**config.mk**
```make
export PLATFORM = sky130hd
export DESIGN_NAME = icache_refill
export DESIGN_NICKNAME = d
export VERILOG_FILES = /design/src/rtl/icache_refill.sv
export SDC_FILE = /design/constraint.sdc
export NUM_CORES = 1
export LEC_CHECK = 0
export BUFFER_PORTS_ARGS = -buffer_cell sky130_fd_sc_hd__clkbuf_2
export CAP_MARGIN = 5
export CORE_MARGIN = 8
export CORE_UTILIZATION = 50
export CTS_CLUSTER_DIAMETER = 120
export CTS_CLUSTER_SIZE = 24
export DETAILED_ROUTE_END_ITERATION = 8
export PLACE_DENSITY = 0.76
export SKIP_LAST_GASP = 1
export SYNTH_ARGS = -nofsm -noshare
export SYNTH_HDL_FRONTEND = slang
export SYNTH_SLANG_ARGS = --single-unit
export TNS_END_PERCENT = 1
```
**constraint.sdc**
```tcl
create_clock -name clk -period 2 [get_ports clk]
set_clock_uncertainty 0.1 [all_clocks]
set_input_delay 0.3 -clock clk [delete_from_list [all_inputs] [get_ports clk]]
set_output_delay 0.3 -clock clk [all_outputs]
set_load 0.1 [all_outputs]
```
**src/rtl/icache_refill.sv**
```systemverilog
// Instruction-cache miss handler: issues one block read per miss, gathers the
// response beats into a full block and writes it to the array for one cycle.
module icache_refill #(
    parameter int XLEN         = 32,
    parameter int BLOCK_WIDTH  = 256,
    parameter int BUS_WIDTH    = 64,
    parameter int OFFSET_WIDTH = 5,
    parameter int BEATS        = BLOCK_WIDTH / BUS_WIDTH
) (
    input  logic                   clk,
    input  logic                   rst_n,
    input  logic                   miss_valid,
    input  logic [XLEN-1:0]        miss_addr,
    output logic                   miss_ready,
    input  logic                   flush,
    output logic                   mem_req_valid,
    output logic [XLEN-1:0]        mem_req_addr,
    input  logic                   mem_req_ready,
    input  logic                   mem_resp_valid,
    input  logic [BUS_WIDTH-1:0]   mem_resp_data,
    output logic                   fill_wen,
    output logic [XLEN-1:0]        fill_addr,
    output logic [BLOCK_WIDTH-1:0] fill_block,
    output logic                   busy
);

    localparam int CNT_W = $clog2(BEATS);
    localparam logic [CNT_W-1:0] CNT_ONE  = CNT_W'(1);
    localparam logic [CNT_W-1:0] CNT_LAST = CNT_W'(BEATS - 1);

    typedef enum logic [2:0] {
        S_IDLE,
        S_REQ,
        S_RECV,
        S_FILL,
        S_DRAIN
    } state_t;

    state_t                 state_q, state_d;
    logic [CNT_W-1:0]       cnt_q, cnt_d;
    logic [BLOCK_WIDTH-1:0] buf_q, buf_d;
    logic [XLEN-1:0]        addr_q, addr_d;
    logic [XLEN-1:0]        fill_addr_q, fill_addr_d;
    logic [BLOCK_WIDTH-1:0] fill_block_q, fill_block_d;
    logic                   beat_last;

    // Offset bits are dropped on purpose: requests are always block aligned.
    logic unused_offset;
    assign unused_offset = ^miss_addr[OFFSET_WIDTH-1:0];

    always_ff @(posedge clk or negedge rst_n) begin
        if (!rst_n) begin
            state_q      <= S_IDLE;
            cnt_q        <= '0;
            buf_q        <= '0;
            addr_q       <= '0;
            fill_addr_q  <= '0;
            fill_block_q <= '0;
        end else begin
            state_q      <= state_d;
            cnt_q        <= cnt_d;
            buf_q        <= buf_d;
            addr_q       <= addr_d;
            fill_addr_q  <= fill_addr_d;
            fill_block_q <= fill_block_d;
        end
    end

    always_comb begin
        state_d      = state_q;
        cnt_d        = cnt_q;
        buf_d        = buf_q;
        addr_d       = addr_q;
        fill_addr_d  = fill_addr_q;
        fill_block_d = fill_block_q;
        beat_last    = (cnt_q == CNT_LAST);

        case (state_q)
            S_IDLE: begin
                if (miss_valid && !flush) begin
                    addr_d  = {miss_addr[XLEN-1:OFFSET_WIDTH], {OFFSET_WIDTH{1'b0}}};
                    state_d = S_REQ;
                end
            end
            S_REQ: begin
                // A request accepted alongside a flush still returns beats, so drain them.
                if (mem_req_ready) begin
                    cnt_d   = '0;
                    state_d = flush ? S_DRAIN : S_RECV;
                end else if (flush) begin
                    state_d = S_IDLE;
                end
            end
            S_RECV: begin
                if (mem_resp_valid) begin
                    for (int i = 0; i < BEATS; i++) begin
                        if (cnt_q == CNT_W'(i)) begin
                            buf_d[i*BUS_WIDTH +: BUS_WIDTH] = mem_resp_data;
                        end
                    end
                    cnt_d = beat_last ? '0 : cnt_q + CNT_ONE;
                end
                // If the final beat lands with the flush, nothing is left to drain.
                if (flush) begin
                    state_d = (mem_resp_valid && beat_last) ? S_IDLE : S_DRAIN;
                end else if (mem_resp_valid && beat_last) begin
                    state_d      = S_FILL;
                    fill_addr_d  = addr_q;
                    fill_block_d = buf_d;
                end
            end
            S_DRAIN: begin
                if (mem_resp_valid) begin
                    cnt_d = beat_last ? '0 : cnt_q + CNT_ONE;
                    if (beat_last) begin
                        state_d = S_IDLE;
                    end
                end
            end
            S_FILL: begin
                state_d = S_IDLE;
            end
            default: begin
                state_d = S_IDLE;
            end
        endcase
    end

    assign miss_ready    = (state_q == S_IDLE);
    assign busy          = (state_q != S_IDLE);
    assign mem_req_valid = (state_q == S_REQ);
    assign mem_req_addr  = addr_q;
    assign fill_wen      = (state_q == S_FILL);
    assign fill_addr     = fill_addr_q;
    assign fill_block    = fill_block_q;

endmodule

```
Yosys cells after proc, flatten, opt, wreduce, memory -nomap -nowiden --
Cells that the tools add are included.
Storage, ports and cells: flip-flop bits (word level) 571, input port bits 102, output and inout bits 324
Cells by class: mux-type cells 19, equal/unequal tests 14, reduce and logical (&&, ||, !) cells 12, bitwise gates (word level) 1, add/subtract/negate cells 1
Operators by type and width (count):
- 2-to-1 mux 256 bit | 1
- 2-to-1 mux 64 bit | 4
- 2-to-1 mux 3 bit | 9
- case mux 3 bit (4 select lines) | 1
- equality test 3 x 2 -> 1 bit, second input constant | 2
- 2-to-1 mux 2 bit | 3
- != test 2 x 1 -> 1 bit, second input constant | 3
- AND reduction 3 bit | 2
- AND reduction 5 bit | 1
- equality test 2 bit, second input constant | 2
- != test 2 bit, second input constant | 2
- case mux 2 bit (2 select lines) | 1
- equality test 3 x 1 -> 1 bit, second input constant | 1
- equality test 3 bit, second input constant | 1
- zero test 3 bit | 1
- != test 3 x 2 -> 1 bit, second input constant | 1
- != test 3 bit, second input constant | 1
- nonzero test 3 bit | 1
- adder 2 x 1 -> 2 bit, second input constant | 1
- equality test 2 x 1 -> 1 bit, second input constant | 1
- logical AND 1 bit | 2
- zero test 2 bit | 1
- AND reduction 2 bit | 1
- nonzero test 2 bit | 1
- other kinds (3) | 3

Logic depth before layout (Yosys ltp) --
depth in word-level cells 5, gate-level depth with buffers 7, mapped depth without buffers 5

Least setup slack after synthesis --
No wires, ideal clock.
path kind reg-to-reg, start point reg state_q[1], end point reg state_q[0], setup slack -1223 ps, period minus slack after synthesis 3223 ps, path buffers 1, arrival 3044 ps, data required time 1821 ps, cell stages (with the launch flop) 5, cell sequence dfrtp_1 > buf_2 > nor3b_1 > nand2_1 > nand3_1
Between the ends: longest elaborated chain between the ends 3, elaborated cells on any way between the ends 11, those cells by class eq/ne: 8; mux: 1; reduce/logical: 2
RTL lines:
- from (decl) | RTL line 39 | state_t state_q, state_d;
- from (signal assigned) | RTL line 60 | state_q <= state_d;
- equality test 3 x 1 -> 1 bit *
- via mem_req_valid | RTL line 16 | output logic mem_req_valid,
- != test 3 x 2 -> 1 bit (no source line)
- AND reduction 5 bit (no source line)
The timed path passes the listed nets; every way through them passes the cells marked *. A chain may end at the register's enable or synchronous reset.

Final worst setup path --
start point reg state_q[0], end point out miss_ready
Between the ends: longest elaborated chain between the ends 1
RTL lines:
- zero test 3 bit | RTL line 129 | assign miss_ready = (state_q == S_IDLE);
- to (decl) | RTL line 14 | output logic miss_ready,
No other way between the ends.

==> metrics.md <==
| Metric | Value |
|---|---|
| Outcome | `complete, but fails checks` |
| Failing checks | `negative setup slack` |
| Die Span Y | `about 220 um` |
| Maximum clock path buffer count | `3` |
| Critical path endpoint category | `output pin` |
| Layout cell share with drive strength beyond 1 | `between 60% and 70%` |
| Hold_ws | `roughly 0.074 ns` |
| Critical path startpoint category | `register` |
| Max VDD drop | `1.52 mV` |
| Adder-Cell Fraction of Synth Area | `less than 1%` |
| Crit path buffers/inverters | `2` |
| Final nets | `slightly below 2k` |
| Static Leak | `roughly 14 nW` |
| FILL cells | `between 3k and 4k` |
| Row count | `76` |
| Core Area | `~43000 um2` |
| Skew-Pair Late Insertion Delay | `around 0.59 ns` |
| Critical Path Stages | `3` |
| Vias/cell | `around 5.2` |
| Pwr dens | `roughly 1100 nW/um2` |
| Number of synthesized flops with an enable pin | `0` |
| IO Pins | `between 400 and 500` |
| Wire per inst | `around 21 um` |
| GRT Overall Usage | `20.1%` |
| R2R Setup Slk | `-0.06 ns` |
| CTS buffer count | `25` |
| R2R depth | `6` |
| Vias | `12.9k` |
| Crit path max-delay family | `simple AND/OR/NAND/NOR gates` |
| CP Launch Point | `state_q[0]$_DFFE_PN0P_` |
| Global-route wire length before repair | `around 82 mm` |
| Total gr overflow | `0` |
| H-tree depth | `1` |
| Compound-cell area share of the yosys netlist | `less than 1%` |
| Critical Path AT | `between 1.5 and 2 ns` |
| Starting Density | `50.3%` |
| Multiplexer area fraction after synthesis | `between 30% and 40%` |
| Post-Synth Simple-Gate Area | `0.939%` |
| Die W | `roughly 220 um` |
| IO buf count | `between 400 and 500` |
| Min setup slack post-route | `-0.109 ns` |
| Unrepaired setup endpoints after global routing | `yes` |
| DRT antenna net count | `0` |
| Synth cell types | `34` |
| CP required | `~1.6 ns` |
| Fin. Hold Viols | `0` |
| Combinational family with the most area after synthesis | `multiplexers` |
| Num Clock Sinks | `507` |
| Reg2reg start | `state_q[2]$_DFFE_PN0P_` |
| Part of the cycle the worst path needs | `105%` |
| DRT Pass-1 Iters | `4` |
| Setup WS pre-CTS | `-0.00348 ns` |
| Synth-to-Final Area Change | `22.2%` |
| Worst-Margin Slew | `0.602 ns` |
| Initial antenna violation count | `2` |
| DRC | `0` |
| Clock root cell | `clkbuf_16` |
| Crit-path max FO | `4` |
| Max-cap check violation count | `0` |
| Largest net degree at the start of global routing | `roughly 80` |
| Post-Syn Area | `21600 um2` |
| Post-Synth XOR/XNOR Area | `less than 1%` |
| Final setup violation count | `228` |
| Post-Syn Instances | `1331` |
| Min Tclk post-route | `~2.1 ns` |
| CP cell instances | `or3_4, clkinvlp_4, buf_12` |
| Starting DRT DRC Count | `between 500 and 600` |
| DIE AREA | `around 50000 um2` |
| DRT Wirelength | `between 50 and 60 mm` |
| Synth Register Bits | `507` |
| Fmax | `between 0.4 and 0.5 GHz` |
| Ys async rst share | `100%` |
| GPL Wtd Cong | `~0.78` |
| Synth warn | `0` |
| Synth Flop Type | `dfrtp_1` |
| Slowest stage cell, crit path | `or3_4` |
| CTS tree | `built` |
| Syn avg cell area | `roughly 16 um2` |
| Seq/Total Area, Yosys | `between 50% and 60%` |
| Min-delay worst type | `in -> async` |
| Relative slew slack | `about three fifths` |
| Pins Over Slew Limit | `0` |
| DPL Wire Length | `between 30 and 40 mm` |
| Worst path max stage delay | `~0.44 ns` |
| Reg2reg end | `fill_block[27]$_DFFE_PN0P_` |
| Clk pin slew, worst setup/hold paths | `roughly 0.10 ns` |
| Vias in the first global route | `around 14k` |
| CP endpoint | `miss_ready` |
| Critical path class | `reg -> out` |
==> power breakdown <==
group	switching (mW)	internal, mW
combinational	7.00	4.20
sequential	1.09	12.3
clock	3.20	2.29
total	11.3	18.8
==> state kept, by name, summed over array words and instances (netlist names) <==
signal,cells
fill_addr,27
fill_block,256
state_q,3
mem_req_addr,27
cnt_q,2
buf_q,192
==> Yosys cell counts, types with 2 or more instances <==
cell type | count | area (um2)
nor2b_1 | 2 | 12.5
nand2_1 | 5 | 18.8
nand3_2 | 3 | 30.0
ha_1 | 4 | 50.1
nand2_2 | 3 | 18.8
dfrtp_1 | 507 | 12700
inv_1 | 4 | 15.0
nand3b_1 | 2 | 15.0
clkbuf_1 | 18 | 67.6
buf_2 | 5 | 25.0
mux2_2 | 647 | 7290
nand3_1 | 2 | 10.0
nor2_1 | 3 | 11.3
buf_6 | 47 | 529
mux2_1 | 47 | 529
mux2i_1 | 2 | 20.0
buf_4 | 13 | 97.6
==> stage by stage <==
step | power (mW) | area (um2) | util, % | cells | setup TNS [ns]
after floorplan | 22.1 | 21600 | - | 1340 | -1.97
after global placement | 24.3 | 24600 | 57.4 | 2316 | 0
after detailed placement | 24.6 | 24600 | 57.4 | 2316 | -0.00348
after CTS | 30.4 | 26300 | 61.3 | 2444 | -10.71
after global routing | 31.5 | 26400 | 61.5 | 2450 | -23.29
final | 30.1 | 26400 | 61.5 | 2450 | -5.64
==> timing repair <==
| action | CTS | global route |
|---|---|---|
| hold endpoints to repair | 630 | 0 |
| buffers inserted | 5 | 3 |
| pin swaps | 1 | 1 |
| gates cloned | 0 | 1 |
| endpoints found under the setup margin | 71 | 281 |
| resized for setup | 4 | 3 |
| hold buffers | 96 | 0 |
==> area by class of cell <==
type | instances | area [um2] | share of cell area, %
Timing Repair Buffer | 581 | 4030 | 15.3
Tap cell | 585 | 732 | 2.78
Inverter | 4 | 18.8 | 0.0712
Clock inverter | 2 | 50.0 | 0.190
Antenna cell | 2 | 5.00 | 0.0190
Clock buffer | 25 | 626 | 2.37
Sequential cell | 507 | 12700 | 48.1
Multi-Input combinational cell | 744 | 8220 | 31.2
==> cells by family (layout without fill, tap and decap cells) <==
kind of cell,Yosys count,after routing
AO/OA/AOI/OAI,4,4
XOR/XNOR,1,1
adder cells (fa/ha/maj),4,4
buffers and inverters,89,612
flip-flops,507,507
multiplexers,696,696
other,1,12
AND/OR/NAND/NOR,29,29
==> worst min path at each step <==
stage           from                            to  slack (ns)  cells past startpoint
6_report       rst_n  mem_req_addr[18]$_DFFE_PN0P_        0.07                      2
5_1_grt        rst_n  mem_req_addr[18]$_DFFE_PN0P_        0.08                      2
4_1_cts        rst_n  mem_req_addr[20]$_DFFE_PN0P_        0.05                      2
3_5_place_dp   rst_n     fill_addr[19]$_DFFE_PN0P_        0.09                      1
3_3_place_gp   rst_n     fill_addr[19]$_DFFE_PN0P_        0.09                      1
2_1_floorplan  rst_n          buf_q[0]$_DFFE_PN0P_        -0.1                      0
==> metal layers <==
metal	share of wire (%)	GRT usage, %	wire, um
met1	41	25.3	21100
met3	5.1	4.51	2590
met4	2.8	5.44	1430
met5	0	0	0
met2	51	34.9	25900
==> cell usage in the layout, fill, tap and decap left out, types with 2 or more instances in the layout <==
| cell type | synthesis | layout |
|---|---|---|
| clkbuf_2 | 0 | 405 |
| buf_4 | 13 | 45 |
| nor2_1 | 3 | 2 |
| nand3b_1 | 2 | 2 |
| dlygate4sd3_1 | 0 | 96 |
| mux2_2 | 647 | 647 |
| mux2i_1 | 2 | 2 |
| dfrtp_1 | 507 | 505 |
| nand3_1 | 2 | 2 |
| buf_12 | 1 | 31 |
| clkbuf_16 | 0 | 26 |
| nor2b_1 | 2 | 2 |
| inv_1 | 4 | 3 |
| nand3_4 | 0 | 3 |
| dfrtp_2 | 0 | 2 |
| mux2_1 | 47 | 47 |
| diode_2 | 0 | 2 |
| buf_8 | 1 | 2 |
| nand2_4 | 0 | 3 |
| conb_1 | 1 | 10 |
| nor3b_4 | 1 | 2 |
| ha_1 | 4 | 4 |
| nand2_1 | 5 | 5 |
(Power assumes the default switching activity.)
